### config.mk
export PLATFORM = sky130hd
export DESIGN_NAME = wave_reg_ctrl_flat
export DESIGN_NICKNAME = d
export VERILOG_FILES = /design/src/rtl/wave_reg_ctrl_if.sv /design/src/rtl/wave_reg_ctrl.sv /design/src/flat_wrapper.sv
export SDC_FILE = /design/constraint.sdc
export NUM_CORES = 1
export LEC_CHECK = 0
export CORE_ASPECT_RATIO = 0.75
export CORE_MARGIN = 3
export CORE_UTILIZATION = 25
export DETAILED_ROUTE_END_ITERATION = 7
export PLACE_DENSITY = 0.47
export SYNTH_ARGS = -nofsm -noshare
export SYNTH_HDL_FRONTEND = slang
export SYNTH_SLANG_ARGS = --single-unit
### constraint.sdc
create_clock -name clk -period 6.4 [get_ports clk]
set_input_delay 0.64 -clock clk [delete_from_list [all_inputs] [get_ports clk]]
set_output_delay 0.64 -clock clk [all_outputs]
set_load 0.02 [all_outputs]
### src/rtl/wave_reg_ctrl_if.sv
// wave_reg_ctrl_if: CPU byte bus plus wave-channel configuration outputs
interface wave_reg_ctrl_if #(parameter int LEN_W = 6);
   logic             apu_on;
   logic             wr_en;
   logic             rd_en;
   logic [7:0]       addr;
   logic [7:0]       wdata;
   logic [7:0]       rdata;
   logic             rdata_valid;
   logic             dac_en;
   logic [1:0]       vol;
   logic [LEN_W-1:0] length;
   logic             length_en;
   logic [10:0]      freq;
   logic             trigger;
   logic [127:0]     samples;
   modport master (
      output apu_on, wr_en, rd_en, addr, wdata,
      input  rdata, rdata_valid, dac_en, vol, length, length_en, freq, trigger, samples
   );
   modport slave (
      input  apu_on, wr_en, rd_en, addr, wdata,
      output rdata, rdata_valid, dac_en, vol, length, length_en, freq, trigger, samples
   );
endinterface

### src/rtl/wave_reg_ctrl.sv
// wave_reg_ctrl: NR30-NR34 register file and double-buffered wave RAM for the wave channel
module wave_reg_ctrl #(parameter int LEN_W = 6) (
   input logic            clk,
   input logic            reset,
   wave_reg_ctrl_if.slave bus
);
   typedef enum logic {IDLE, COMMIT} state_t;
   state_t           r_state, w_state_nxt;
   logic             r_dac_en, r_length_en, r_trig_pend, r_trigger, r_rdata_valid;
   logic [1:0]       r_vol;
   logic [LEN_W-1:0] r_length;
   logic [10:0]      r_freq;
   logic [127:0]     r_shadow, r_samples;
   logic [7:0]       r_rdata, w_rd, w_shadow_byte;
   logic [6:0]       w_idx;
   logic             w_wr_nr, w_wr_ram, w_dac_nxt, w_commit;
   // shadow is kept in sample order, so each RAM byte is stored nibble-swapped
   assign w_idx         = {bus.addr[3:0], 3'b000};
   assign w_wr_nr       = bus.wr_en && bus.apu_on;
   assign w_wr_ram      = bus.wr_en && bus.addr[7:4] == 4'h3;
   assign w_shadow_byte = {r_shadow[w_idx +: 4], r_shadow[w_idx + 7'd4 +: 4]};
   always_comb begin
      w_dac_nxt   = bus.apu_on && (w_wr_nr && bus.addr == 8'h1A ? bus.wdata[7] : r_dac_en);
      w_commit    = r_state == IDLE && r_trig_pend && w_dac_nxt;
      w_state_nxt = r_state == IDLE && r_trig_pend ? COMMIT : IDLE;
      w_rd        = bus.addr[7:4] == 4'h3 ? w_shadow_byte :
                    bus.addr == 8'h1A ? {r_dac_en, 7'h7F} :
                    bus.addr == 8'h1C ? {1'b1, r_vol, 5'h1F} :
                    bus.addr == 8'h1E ? {1'b1, r_length_en, 6'h3F} : 8'hFF;
   end
   // the copy is launched on the edge into COMMIT so live data and the pulse appear together
   always_ff @(posedge clk) begin
      if (reset) begin
         r_state       <= IDLE;
         r_dac_en      <= 1'b0;
         r_vol         <= '0;
         r_length      <= '0;
         r_length_en   <= 1'b0;
         r_freq        <= '0;
         r_trig_pend   <= 1'b0;
         r_trigger     <= 1'b0;
         r_samples     <= '0;
         r_shadow      <= '0;
         r_rdata       <= '0;
         r_rdata_valid <= 1'b0;
      end else begin
         r_state       <= w_state_nxt;
         r_trigger     <= w_commit;
         r_dac_en      <= w_dac_nxt;
         r_rdata_valid <= bus.rd_en;
         if (w_commit) r_samples <= r_shadow;
         if (bus.rd_en) r_rdata <= w_rd;
         if (w_wr_ram) r_shadow[w_idx +: 8] <= {bus.wdata[3:0], bus.wdata[7:4]};
         if (!bus.apu_on) begin
            r_vol       <= '0;
            r_length    <= '0;
            r_length_en <= 1'b0;
            r_freq      <= '0;
            r_trig_pend <= 1'b0;
         end else begin
            if (r_state == IDLE && r_trig_pend) r_trig_pend <= 1'b0;
            if (w_wr_nr && bus.addr == 8'h1B) r_length <= bus.wdata[LEN_W-1:0];
            if (w_wr_nr && bus.addr == 8'h1C) r_vol <= bus.wdata[6:5];
            if (w_wr_nr && bus.addr == 8'h1D) r_freq[7:0] <= bus.wdata;
            if (w_wr_nr && bus.addr == 8'h1E) begin
               r_freq[10:8] <= bus.wdata[2:0];
               r_length_en  <= bus.wdata[6];
               if (bus.wdata[7]) r_trig_pend <= 1'b1;
            end
         end
      end
   end
   assign bus.rdata       = r_rdata;
   assign bus.rdata_valid = r_rdata_valid;
   assign bus.dac_en      = r_dac_en;
   assign bus.vol         = r_vol;
   assign bus.length      = r_length;
   assign bus.length_en   = r_length_en;
   assign bus.freq        = r_freq;
   assign bus.trigger     = r_trigger;
   assign bus.samples     = r_samples;
endmodule

### src/flat_wrapper.sv
// flat-port wrapper written by rule: the top's interface ports become plain ports
module wave_reg_ctrl_flat 
#(parameter int LEN_W = 6)
  (clk, reset, bus_apu_on, bus_wr_en, bus_rd_en, bus_addr, bus_wdata, bus_rdata, bus_rdata_valid, bus_dac_en, bus_vol, bus_length, bus_length_en, bus_freq, bus_trigger, bus_samples);
  wave_reg_ctrl_if #(.LEN_W(LEN_W)) bus_i ();
  input logic clk;
  input logic reset;
  input wire logic [$bits(bus_i.apu_on)-1:0] bus_apu_on;
  input wire logic [$bits(bus_i.wr_en)-1:0] bus_wr_en;
  input wire logic [$bits(bus_i.rd_en)-1:0] bus_rd_en;
  input wire logic [$bits(bus_i.addr)-1:0] bus_addr;
  input wire logic [$bits(bus_i.wdata)-1:0] bus_wdata;
  output wire logic [$bits(bus_i.rdata)-1:0] bus_rdata;
  output wire logic [$bits(bus_i.rdata_valid)-1:0] bus_rdata_valid;
  output wire logic [$bits(bus_i.dac_en)-1:0] bus_dac_en;
  output wire logic [$bits(bus_i.vol)-1:0] bus_vol;
  output wire logic [$bits(bus_i.length)-1:0] bus_length;
  output wire logic [$bits(bus_i.length_en)-1:0] bus_length_en;
  output wire logic [$bits(bus_i.freq)-1:0] bus_freq;
  output wire logic [$bits(bus_i.trigger)-1:0] bus_trigger;
  output wire logic [$bits(bus_i.samples)-1:0] bus_samples;
  assign bus_i.apu_on = bus_apu_on;
  assign bus_i.wr_en = bus_wr_en;
  assign bus_i.rd_en = bus_rd_en;
  assign bus_i.addr = bus_addr;
  assign bus_i.wdata = bus_wdata;
  assign bus_rdata = bus_i.rdata;
  assign bus_rdata_valid = bus_i.rdata_valid;
  assign bus_dac_en = bus_i.dac_en;
  assign bus_vol = bus_i.vol;
  assign bus_length = bus_i.length;
  assign bus_length_en = bus_i.length_en;
  assign bus_freq = bus_i.freq;
  assign bus_trigger = bus_i.trigger;
  assign bus_samples = bus_i.samples;
  wave_reg_ctrl #(.LEN_W(LEN_W)) u_core (.clk(clk), .reset(reset), .bus(bus_i));
endmodule
==> flow_results.org <==
** Global route
- The total overflow left after global routing is 0.
- Total routing usage reported by global routing :: 16.2%
- Maximum number of pins on one net before global-route repair :: 222
- Number of antenna violations at the first check in global routing :: 0
- Vias in the first global route :: 8913
- The first global-routing pass estimated around 63 mm of wire.

** Yosys
- Summing the sequential cell areas from Yosys gives 46.8% of the chip area.
- Most used standard cells in the synthesized netlist :: 289 x sky130_fd_sc_hd__dfxtp_1, 289 x sky130_fd_sc_hd__mux2i_1, 266 x sky130_fd_sc_hd__nand2b_1
- Count of unique library cells instantiated by Yosys :: 50
- Sorting the synthesized cells by area gives the leading types as sky130_fd_sc_hd__dfxtp_1 47%, sky130_fd_sc_hd__mux2i_1 23%, sky130_fd_sc_hd__nand2b_1 13%, sky130_fd_sc_hd__mux4_2 4.4%, sky130_fd_sc_hd__nor2_1 1.3%.
- Number of synthesis warnings :: 0
- Post-synthesis instance area :: roughly 0.012 sq mm
- The most used flip-flop cell after synthesis is sky130_fd_sc_hd__dfxtp_1.
- Of all flip-flops after synthesis, the portion carrying an async set or reset was 0%.
- In the synthesized netlist, the number of instances is 1122.
- Counting flops with a built-in enable in the synthesized netlist gives 0.
- Synth top area share :: about 47%
- Synthesis inferred approximately 290 register bits.
- Top cell type by total area after synthesis :: sky130_fd_sc_hd__dfxtp_1
- Synthesis produced a netlist with a net count of around 1100.
- After synthesis, the mean cell area works out to between 10 and 15 sq um.

** Clock tree
- Clock Pin Slew Worst Setup and Hold Paths :: 60 ps
- The clock passes through at most 3 buffers.
- The H-tree was split into 2 levels.
- Clock tree synthesis inserted a total of 34 buffers.
- The clock net in this run drives a total of 289 sinks.
- At the later pin of the worst-skew pair, clock insertion delay measures roughly 520 ps.
- PostCTS Resize Cnt :: 0
- The tree is rooted in a sky130_fd_sc_hd__clkbuf_16.
- Hold Buf Count CTS :: 0
- After clock tree synthesis, the setup repair step added 0 buffers.
- TritonCTS built the clock tree.

** Critical path
- The setup path with the least slack is of type input pin to register.
- Crit end category :: register
- The critical path starts at bus_addr[1].
- CP max FO :: between 60 and 70
- Startpoint of the lowest-slack register-to-register path :: u_core.r_state
- The endpoint identified for the worst register-to-register timing path is u_core.bus.samples[51].
- STA classifies the critical path startpoint as an input pin.
- Required @ worst endpoint :: 6840 ps
- Following the worst setup path forward leads to its endpoint at u_core.bus.samples[51].
- The setup check on the worst reg-to-reg path leaves a slack of 3930 ps.
- The worst register-to-register path has a depth of 5.
- Arr. time, crit path :: slightly below 4000 ps

** Route
- Ratio of routed vias to standard cells :: 4.61
- Final ANT Viol Nets :: 0
- Wire per inst :: between 20 and 25 microns
- Number of DRC markers after the initial detailed-route iteration :: 697
- After detailed routing, the number of remaining DRC violations is 0.
- For this block, the via count after detailed routing is 8918.
- The first detailed-routing pass took 5 iterations.
- Total wire length :: around 43 mm

** Power
- Dividing total power by cell area gives a power density of 256 mW/mm^2.
- For this design the static power due to leakage is 5.58 nW.
- Per report_power, the clock group accounts for 51.1% of the total.
- The share of total power dissipated in combinational logic is 4.3%.
- Of the total power, registers draw 44.6%.
- The design draws between 0.004 and 0.005 W.
- Proportion of total power due to net switching :: 22.4%
- The internal portion of the total power is 0.00315 W.
- IR drop worst, VDD :: ~140 uV
- Net switching power figure :: 0.000909 W

** Timing
- The worst path in the final design needs a cycle of between 3000 and 4000 ps, including I/O delays and setup.
- Setup violations remaining at the end of the flow were counted as 0.
- The total count of max-transition violations in the final report was 0.
- Setup Total Neg Slack :: 0 ps
- Portion of the clock cycle consumed by the worst path in the final layout :: 54.7%
- Clock skew on the completed layout was measured at between 15 and 20 ps.
- Setup repair after global routing missed its margin :: false
- Worst rel slew slack :: 27.2%
- Actual transition at the worst max-transition pin :: 1090 ps
- The number of hold violations in the final report was 0.
- For this run, the top clock speed supported by timing is about 290 MHz.

** Layout
- Summing all multi-input logic gate instances after layout gives 0.00617 sq mm.
- Diodes inserted :: 0
- At the end of the flow, the number of nets in the layout was about 1300.
- Area overhead of the layout relative to synthesis :: 28.3%
- Of the cells placed in the final design, the portion with a size suffix greater than 1 is under 10%.
- The finished cells cover 0.0159 sq mm.
- Number of fillers in the final layout :: 4848
- Number of non-filler instances in the completed layout :: 1934
- Summing all flip-flop and latch instances after layout gives 0.00579 sq mm.

** Die
- Pin placement for this block handled 180 I/O pins.
- In this run the standard cell core region covers 0.0481 sq mm.
- Floorplan row count :: 69
- The floorplan step set the die width to between 200 and 300 microns.
- The floorplan step set the die height to 199 microns.
- Once the floorplan was initialized, standard cells occupied 25.7% of the core.
- The die covers 0.0521 sq mm.

** Placement
- Summed over all nets, the half-perimeter wirelength after detailed placement is 31.0 mm.
- Input and output buffers added on the ports amount to 179.
- Counting tap cells, the placed design contains a total of 1872 instances.
- At the end of routability-driven placement, the weighted congestion stood at 0.892.
- DP Area :: 0.0147 sq mm

** Status
- Run status :: complete, no violations

** Run
- Max-Cap Viols :: 0

** Worst hold path
- The min-delay analysis places its worst path in the category register to register.
-- state kept, by name, indices dropped and copies added, names as in the netlist --
name and cells:
u_core.bus.freq 11, u_core.bus.dac_en 1, u_core.bus.length 6, u_core.bus.vol 2
u_core.bus.rdata 8, u_core.r_shadow 128, u_core.r_state 1, u_core.bus.length_en 1
u_core.r_trig_pend 1, u_core.bus.samples 128, u_core.bus.trigger 1, u_core.bus.rdata_valid 1
-- layer usage --
metal  track usage, %  routed length (microns)  vias to the layer above
li1                 -                        -                     4196
met1             23.3                    21100                     4423
met2             24.8                    18800                      261
met3             4.02                     2800                       38
met4             3.30                      602                        0
met5                0                        0                        -
-- metrics by stage --
step                      hold slack [ps]  utilization [%]  worst slack [ps]
after global placement                462             30.5              2500
after global routing                  492             33.0              2750
after CTS                             476             33.0              2940
after floorplan                       462                -              3440
after detailed placement              462             30.5              2400
final                                 472             33.0              2900
-- how the worst min path moves through the flow --
| stage | cells after the start | to | start | slack [ps] |
|---|---|---|---|---|
| global route | 2 | u_core.bus.samples[50] | u_core.bus.samples[50] | 490 |
| detailed placement | 2 | u_core.bus.samples[14] | u_core.bus.samples[14] | 460 |
| finish | 2 | u_core.bus.samples[55] | u_core.bus.samples[55] | 470 |
| global placement | 2 | u_core.bus.samples[18] | u_core.bus.samples[18] | 460 |
| CTS | 2 | u_core.bus.samples[20] | u_core.bus.samples[20] | 480 |
| floorplan | 2 | u_core.bus.samples[0] | u_core.r_shadow[0] | 460 |
-- cells by family (layout without fill, tap and decap cells) --
group                      count (synthesis)  count (layout)  share of synthesized area (%)
adders and majority gates                  4               4                          0.405
xor gates and xnor gates                   3               3                          0.213
DFF                                      289             289                           46.8
and+or+nand+nor                          384             384                           18.5
AOI/OAI and AO/OA                         43              43                           2.66
buffers and inverters                     83             256                           3.31
muxes                                    316             316                           28.1
-- layout by cell type (no fill, tap or decap), types with 7 or more instances in the layout --
master                            netlist  routed
sky130_fd_sc_hd__a211oi_1               9       9
sky130_fd_sc_hd__nand2_1               22      22
sky130_fd_sc_hd__clkbuf_8               0       9
sky130_fd_sc_hd__inv_1                  8       8
sky130_fd_sc_hd__nor2_1                44      44
sky130_fd_sc_hd__mux2i_1              289     289
sky130_fd_sc_hd__nand2b_1             266     266
sky130_fd_sc_hd__and3_1                10      10
sky130_fd_sc_hd__clkdlybuf4s50_1        0     177
sky130_fd_sc_hd__clkbuf_1              41       7
sky130_fd_sc_hd__mux4_2                24      24
sky130_fd_sc_hd__dfxtp_1              289     289
sky130_fd_sc_hd__clkbuf_16              0      37
-- area by class of cell --
type	count	area share, %
Clock buffer	53	6.79
Clock inverter	9	0.781
Inverter	8	0.189
Multi-Input combinational cell	750	38.9
Sequential cell	289	36.5
Tap cell	639	5.04
Timing Repair Buffer	186	11.8
-- power by group through the flow --
stage	registers, W	clock network [W]	logic (W)
6_report	0.00181	0.00207	0.000176
5_1_grt	0.00181	0.00220	0.000185
4_1_cts	0.00181	0.00213	0.000175
3_5_place_dp	0.00185	0	0.000175
3_3_place_gp	0.00185	0	0.000175
2_1_floorplan	0.00185	0	0.0000979
-- critical path, stage by stage --
cell                              delay, ps
sky130_fd_sc_hd__clkdlybuf4s50_1        800
sky130_fd_sc_hd__ha_1                   430
sky130_fd_sc_hd__and2_1                 160
sky130_fd_sc_hd__a311oi_1               550
sky130_fd_sc_hd__a21o_4                 570
sky130_fd_sc_hd__buf_12                 470
sky130_fd_sc_hd__mux2i_1                240
(Power assumes the default switching activity.)
